$ cat src/rtl/secuencia_programar.sv
// secuencia_programar
// Walks the RTC write-bus programming sequence and drives the 5-bit ctrl_W
// code to the write-path decoder:
//   INIT  steps 0-6   : 10110 10111 11010 11000 11001 11011 11100
//   REGS  steps 7-26  : 00001 .. 10100 (code = step - 6, address then data)
//   FIN   step 27     : 10101
//   HANDOFF           : 11101 for one clock with done_W, then back to IDLE
// Every INIT/REGS/FIN code is held HOLD_CYC clocks.
// Optional feature macro: PROG_ABORT_EN adds abort_W, which jumps from
// INIT/REGS straight to FIN and then returns to IDLE without HANDOFF.
module secuencia_programar #(
    parameter int HOLD_CYC = 10
) (
    input  logic       clk,
    input  logic       reset,
    input  logic       start_W,
`ifdef PROG_ABORT_EN
    input  logic       abort_W,
`endif
    output logic [4:0] ctrl_W,
    output logic       busy_W,
    output logic       done_W,
    output logic [4:0] step_W
);

    localparam logic [2:0] ST_IDLE    = 3'd0;
    localparam logic [2:0] ST_INIT    = 3'd1;
    localparam logic [2:0] ST_REGS    = 3'd2;
    localparam logic [2:0] ST_FIN     = 3'd3;
    localparam logic [2:0] ST_HANDOFF = 3'd4;

    localparam int             CNT_W    = $clog2(HOLD_CYC + 1);
    localparam logic [CNT_W-1:0] CNT_LAST = CNT_W'(HOLD_CYC - 1);
    localparam logic [CNT_W-1:0] CNT_ONE  = CNT_W'(1);

    localparam logic [4:0] CODE_IDLE     = 5'b00000;
    localparam logic [4:0] CODE_FIN      = 5'b10101;
    localparam logic [4:0] CODE_RD_START = 5'b11101;

    localparam logic [4:0] STEP_INIT_LAST = 5'd6;
    localparam logic [4:0] STEP_REGS_LAST = 5'd26;
    localparam logic [4:0] STEP_FIN       = 5'd27;

    logic [2:0]       state;
    logic [CNT_W-1:0] hold_cnt;
    logic             aborted;
    logic             abort_req;
    logic             hold_done;
    logic [4:0]       next_step;

`ifdef PROG_ABORT_EN
    assign abort_req = abort_W;
`else
    assign abort_req = 1'b0;
`endif

    assign hold_done = (hold_cnt == CNT_LAST);
    assign next_step = step_W + 5'd1;

    // Code presented to the decoder for a given step index.
    function automatic logic [4:0] code_of_step(input logic [4:0] s);
        case (s)
            5'd0:    code_of_step = 5'b10110;
            5'd1:    code_of_step = 5'b10111;
            5'd2:    code_of_step = 5'b11010;
            5'd3:    code_of_step = 5'b11000;
            5'd4:    code_of_step = 5'b11001;
            5'd5:    code_of_step = 5'b11011;
            5'd6:    code_of_step = 5'b11100;
            5'd27:   code_of_step = CODE_FIN;
            default: code_of_step = s - 5'd6;
        endcase
    endfunction

    // Sequencer: state, hold counter and all registered outputs.
    // NOTE: every register here uses <= so all of them update from the
    // values present before the edge; a blocking = would let later
    // statements see half-updated state.
    always_ff @(posedge clk or posedge reset) begin
        if (reset) begin
            state    <= ST_IDLE;
            hold_cnt <= '0;
            aborted  <= 1'b0;
            ctrl_W   <= CODE_IDLE;
            busy_W   <= 1'b0;
            done_W   <= 1'b0;
            step_W   <= 5'd0;
        end else begin
            case (state)
                ST_IDLE: begin
                    done_W  <= 1'b0;
                    aborted <= 1'b0;
                    if (start_W) begin
                        state    <= ST_INIT;
                        step_W   <= 5'd0;
                        ctrl_W   <= code_of_step(5'd0);
                        busy_W   <= 1'b1;
                        hold_cnt <= '0;
                    end
                end

                ST_INIT, ST_REGS: begin
                    if (abort_req) begin
                        // Abort skips the remaining registers but still
                        // emits the finish code for a full hold period.
                        state    <= ST_FIN;
                        step_W   <= STEP_FIN;
                        ctrl_W   <= CODE_FIN;
                        hold_cnt <= '0;
                        aborted  <= 1'b1;
                    end else if (hold_done) begin
                        hold_cnt <= '0;
                        step_W   <= next_step;
                        ctrl_W   <= code_of_step(next_step);
                        if (state == ST_INIT && step_W == STEP_INIT_LAST)
                            state <= ST_REGS;
                        else if (state == ST_REGS && step_W == STEP_REGS_LAST)
                            state <= ST_FIN;
                    end else begin
                        hold_cnt <= hold_cnt + CNT_ONE;
                    end
                end

                ST_FIN: begin
                    if (hold_done) begin
                        hold_cnt <= '0;
                        if (aborted) begin
                            state  <= ST_IDLE;
                            ctrl_W <= CODE_IDLE;
                            busy_W <= 1'b0;
                            step_W <= 5'd0;
                        end else begin
                            state  <= ST_HANDOFF;
                            ctrl_W <= CODE_RD_START;
                            done_W <= 1'b1;
                        end
                    end else begin
                        hold_cnt <= hold_cnt + CNT_ONE;
                    end
                end

                ST_HANDOFF: begin
                    // start_W is deliberately not sampled on this edge.
                    state  <= ST_IDLE;
                    ctrl_W <= CODE_IDLE;
                    busy_W <= 1'b0;
                    done_W <= 1'b0;
                    step_W <= 5'd0;
                end

                default: begin
                    state    <= ST_IDLE;
                    hold_cnt <= '0;
                    aborted  <= 1'b0;
                    ctrl_W   <= CODE_IDLE;
                    busy_W   <= 1'b0;
                    done_W   <= 1'b0;
                    step_W   <= 5'd0;
                end
            endcase
        end
    end

endmodule

$ cat config.mk
export PLATFORM = sky130hd
export DESIGN_NAME = secuencia_programar
export DESIGN_NICKNAME = d
export VERILOG_FILES = /design/src/rtl/secuencia_programar.sv
export SDC_FILE = /design/constraint.sdc
export NUM_CORES = 1
export LEC_CHECK = 0
export CAP_MARGIN = 5
export CORE_MARGIN = 5
export CORE_UTILIZATION = 53
export DETAILED_ROUTE_END_ITERATION = 8
export GPL_TIMING_DRIVEN = 0
export HOLD_SLACK_MARGIN = 0.05
export PLACE_DENSITY = 0.81
export SYNTH_ARGS = -nofsm -noshare
export SYNTH_HDL_FRONTEND = slang
export SYNTH_SLANG_ARGS = --single-unit
export TNS_END_PERCENT = 100
$ cat constraint.sdc
create_clock -name clk -period 4.5 [get_ports clk]
set_clock_uncertainty 0.15 [all_clocks]
set_input_delay 0.45 -clock clk [delete_from_list [all_inputs] [get_ports clk]]
set_output_delay 0.45 -clock clk [all_outputs]
set_load 0.1 [all_outputs]
---- Word-level counts from Yosys, hierarchy flattened ----
Cells that the tools add are included.
W data, S select, Z words.
storage, ports and cells
  register bits ........................... 19
  word-level logic and storage cells ...... 63
  output and inout port bits .............. 12
  bits of input ports ..................... 3
operators by class
  eq/ne operators ......................... 18
  bitwise operators ....................... 3
  reduce and logical (&&, ||, !) cells .... 12
  $add $sub $neg .......................... 3
  multiplexer cells ....................... 21
operator list
  operator               number
  $pmux W5 S8            1
  $pmux W5 S3            2
  $mux W5                5
  $eq A5 B3 Y1 const B   4
  $mux W3                5
  $pmux W4 S3            1
  $reduce_and A4 Y1      3
  $eq A5 B2 Y1 const B   2
  $eq A5 B5 Y1 const B   2
  $pmux W3 S3            1
  $mux W4                2
  $eq A3 B2 Y1 const B   2
  $ne A2 B2 Y1 const B   3
  $add A5 B1 Y5 const B  1
  $eq A5 B1 Y1 const B   1
  $logic_not A5 Y1       1
  $sub A5 B3 Y5 const B  1
  $add A4 B1 Y4 const B  1
  $eq A4 B4 Y1 const B   1
  $pmux W1 S2            2
  $reduce_and A2 Y1      2
  $eq A3 B1 Y1 const B   1
  $eq A3 B3 Y1 const B   1
  $logic_not A3 Y1       1
  7 further kinds        11

---- Logic depth before layout (Yosys ltp) ----
  depth in word-level cells ............... 6
  gate-level depth with buffers ........... 9
  gate-level depth less buffers ........... 8

---- Least setup slack after synthesis ----
OpenSTA, ideal clock, no wires.
  kind .................................... register to register
  start point ............................. register step_W[1]
  end point ............................... register ctrl_W[3]
  arrival time ............................ 2.541 ns
  data required time ...................... 4.274 ns
  period minus slack after synthesis ...... 2.768 ns
  library setup time ...................... 0.076 ns
  slack ................................... 1.732 ns
  stages on the path, launching flop included .. 9
  path buffers ............................ 1
  path through ............................ dfrtp_1 -> ha_1 -> buf_6 -> nand2b_4 -> nand3_1 -> and3_1 -> o32a_1 -> a221o_1 -> o21ai_2
between the ends
  word-level cells in the longest chain between the ends .. 5
  elaborated cells on any way between the ends .. 13
  classes of those cells .................. add/sub: 2; eq/ne: 7; mux: 3; reduce/logical: 1
RTL lines
  item                                   RTL line  source
  from (decl)                            23        output logic [4:0] step_W
  from (signal assigned)                 113       step_W <= next_step;
  $add A5 B1 Y5 *                        58        assign next_step = step_W + 5'd1;
  $sub A5 B3 Y5 (tied with other cells)  71        default: code_of_step = s - 5'd6;
  $pmux W5 S8 *                          62        case (s)
  $mux W5 *                              111       end else if (hold_done) begin
  $pmux W5 S3 *                          89        case (state)
  to (signal assigned)                   96        ctrl_W <= code_of_step(5'd0);
  to (signal assigned)                   114       ctrl_W <= code_of_step(next_step);
  to (decl)                              20        output logic [4:0] ctrl_W,
Every way passes the cells marked *; elsewhere a longest branch is shown, timed or not. The select of a mux whose other input is x is not followed.
A chain may end at the register's enable or synchronous reset.

---- Final worst setup path ----
  start point ............................. register step_W[0]
  end point ............................... output port step_W[0]
No word-level cell between the ends.

==> reports/qor.yml <==
grt_overflow: 0
rr_startpoint: "step_W[0]"
clk_latency_ns: 0.31
clkTransAtPathRegs_ns: 0.11
finalHoldViolCount: 0
cts_tree: "done"
hold_class: "flip-flop to flip-flop"
synth-edff-count: 0
wl_met3_um: 255
cpLargestDelayFamily: "buffers and inverters"
cp.arrival_ns: 2.09
numPortBuffers: 14
gp_congestion: 0.851
synth_top_area_share: 0.314
critical_path_buf_inv_count: 1
wl_met1_mm: 1.68
status: "finished, final reports clean"
n_antenna_cell: 0
synth_top_area_cell: "dfrtp_1"
drv_slew: 0
max_freq_ghz: 0.371
cp_max_fo: 9
r2r_setup_slack_ns: 2.06
drt-total-wl_mm: 3.79
critical_path.reg2reg.endpoint: "ctrl_W[3]"
post_cts_buffers: 0
cts_sinks: 19
num-nets-final: 210
htree_levels: 1
start_util: 0.550
finalSetupTns_ns: 0
ys_seq_area_frac: 0.314
cpPeakStageDelay_ns: 1.20
cts-buffers-inserted: 3
cts-root-buf: "clkbuf_4"
synth_area_leaders: "dfrtp_1 31%, o21ai_0 5.3%, nor2_1 5.2%"
ctsHoldBuffers: 0
period_share: 0.598
drc: 0
worst_pin_slew_ns: 0.979
cap_violations: 0
drt-pass1-iter-count: 4
start_kind: "flip-flop"
grt_max_degree: 20
highest_layer: "met4"
postSynthAreaPerCell_um2: 8.33
synth_nets: 191
crit_end: "step_W[0]"
num_io_pins: 15
crit_cells: 1
synth_ff_type: "dfrtp_1"
dieArea_um2: 4030
grtUsageTotal: 0.198
vias: 1461
slew_headroom: 0.345
ant_nets: 0
route.met2.wl_mm: 1.83
endpoint_kind: "output pin"
crit_type: "flip-flop to output pin"
synth_commonest_cells: "21 x nor2_1, 19 x dfrtp_1, 17 x nand2_1"
cp_cell_sequence: "clkdlybuf4s50_1"
synth.most_common_cell: "nor2_1"
clock_path_buffers: 2
drt_iter0_markers: 93
viasPerCell: 6.32
netlist_instances: 182
min_period_ns: 2.69
dp_hpwl_mm: 2.79
ff2ff_path_depth: 8
coreArea_um2: 2760
core.rowCount: 19
netlist_area_um2: 1520
yosys_warnings: 0
fp.dieH_um: 63.5
wl_per_cell_um: 16.4
syn2layout_area_growth_pct: 13.8
synth_cell_types: 50
fillers: 240
fp.dieW_um: 63.5
drive_gt1_frac: 0.140
grt_pass1_vias: 1409
crit_start: "step_W[0]"
ctsResizeCount: 0
grt_pass1_wl_mm: 6.52
finalSetupViolCount: 0
async_flop_share: 1.00
slowest_stage: "clkdlybuf4s50_1"
rsz0062_at_grt: "false"
crit_required_ns: 3.90
antenna_found_initial: 0
synth-seq-cells: 19
metrics by stage:
stage / util / hold WS [ns] / cell area, um2 / instances / worst slack, ns
3_3_place_gp: 0.615 / 0.313 / 1700 / 227 / 2.14
5_1_grt: 0.626 / 0.409 / 1730 / 231 / 1.74
3_5_place_dp: 0.615 / 0.325 / 1700 / 227 / 2.08
4_1_cts: 0.626 / 0.353 / 1730 / 231 / 1.81
2_1_floorplan: - / 0.251 / 1520 / 182 / 1.73
6_report: 0.626 / 0.346 / 1730 / 231 / 1.81
state kept, by name (all words and copies together), names as in the netlist:
| name | count |
|---|---|
| step_W | 5 |
| state | 3 |
| busy_W | 1 |
| hold_cnt | 4 |
| done_W | 1 |
| ctrl_W | 5 |
worst min path at each step:
stage                start      to  cells past startpoint
floorplan            reset  busy_W                      1
global placement    done_W  done_W                      1
detailed placement  done_W  done_W                      1
CTS                 done_W  done_W                      1
global route        done_W  done_W                      1
finish              done_W  done_W                      1
layout by cell type (no fill, tap or decap), types with 2 or more instances in the layout:
master,synthesis,routed
nor2_1,21,21
nand2_1,17,17
a211o_1,2,2
mux2_2,2,2
a21oi_1,11,11
clkdlybuf4s50_1,0,14
inv_1,8,8
a31oi_1,5,5
buf_6,5,5
nand3_1,8,8
clkinv_1,2,2
o22ai_1,4,4
clkbuf_4,1,4
clkbuf_8,2,2
xnor2_1,4,4
nor3_1,3,3
dfrtp_1,19,19
a21o_1,2,2
a22oi_1,8,8
o21ai_1,6,6
nor3_2,2,2
ha_1,6,6
o21ai_0,16,16
kinds of logic after synthesis:
kind of cell             count (synthesis)  share of synthesized area
AO/OA/AOI/OAI                           64                      0.275
XOR/XNOR                                 5                     0.0289
adder cells (fa/ha/maj)                  6                     0.0495
buffers and inverters                   21                     0.0932
flip-flops                              19                      0.314
multiplexers                             2                     0.0149
AND/OR/NAND/NOR                         65                      0.225
layout make-up:
type	count	area [um2]	share of cell area
Tap cell	31	38.8	0.0225
Clock inverter	1	7.51	0.00435
Multi-Input combinational cell	142	900	0.521
Timing Repair Buffer	14	140	0.0812
Buffer	10	100	0.0580
Sequential cell	19	475	0.276
Inverter	11	41.3	0.0239
Clock buffer	3	22.5	0.0131
routing by layer:
metal	up-vias	GRT usage
li1	692	-
met1	685	0.258
met2	78	0.329
met3	6	0.0426
met4	0	0.0494
met5	-	0
Power is left out: the tool's default activity adds up to more than one toggle a clock period on the data nets, which glitch-free logic cannot reach.
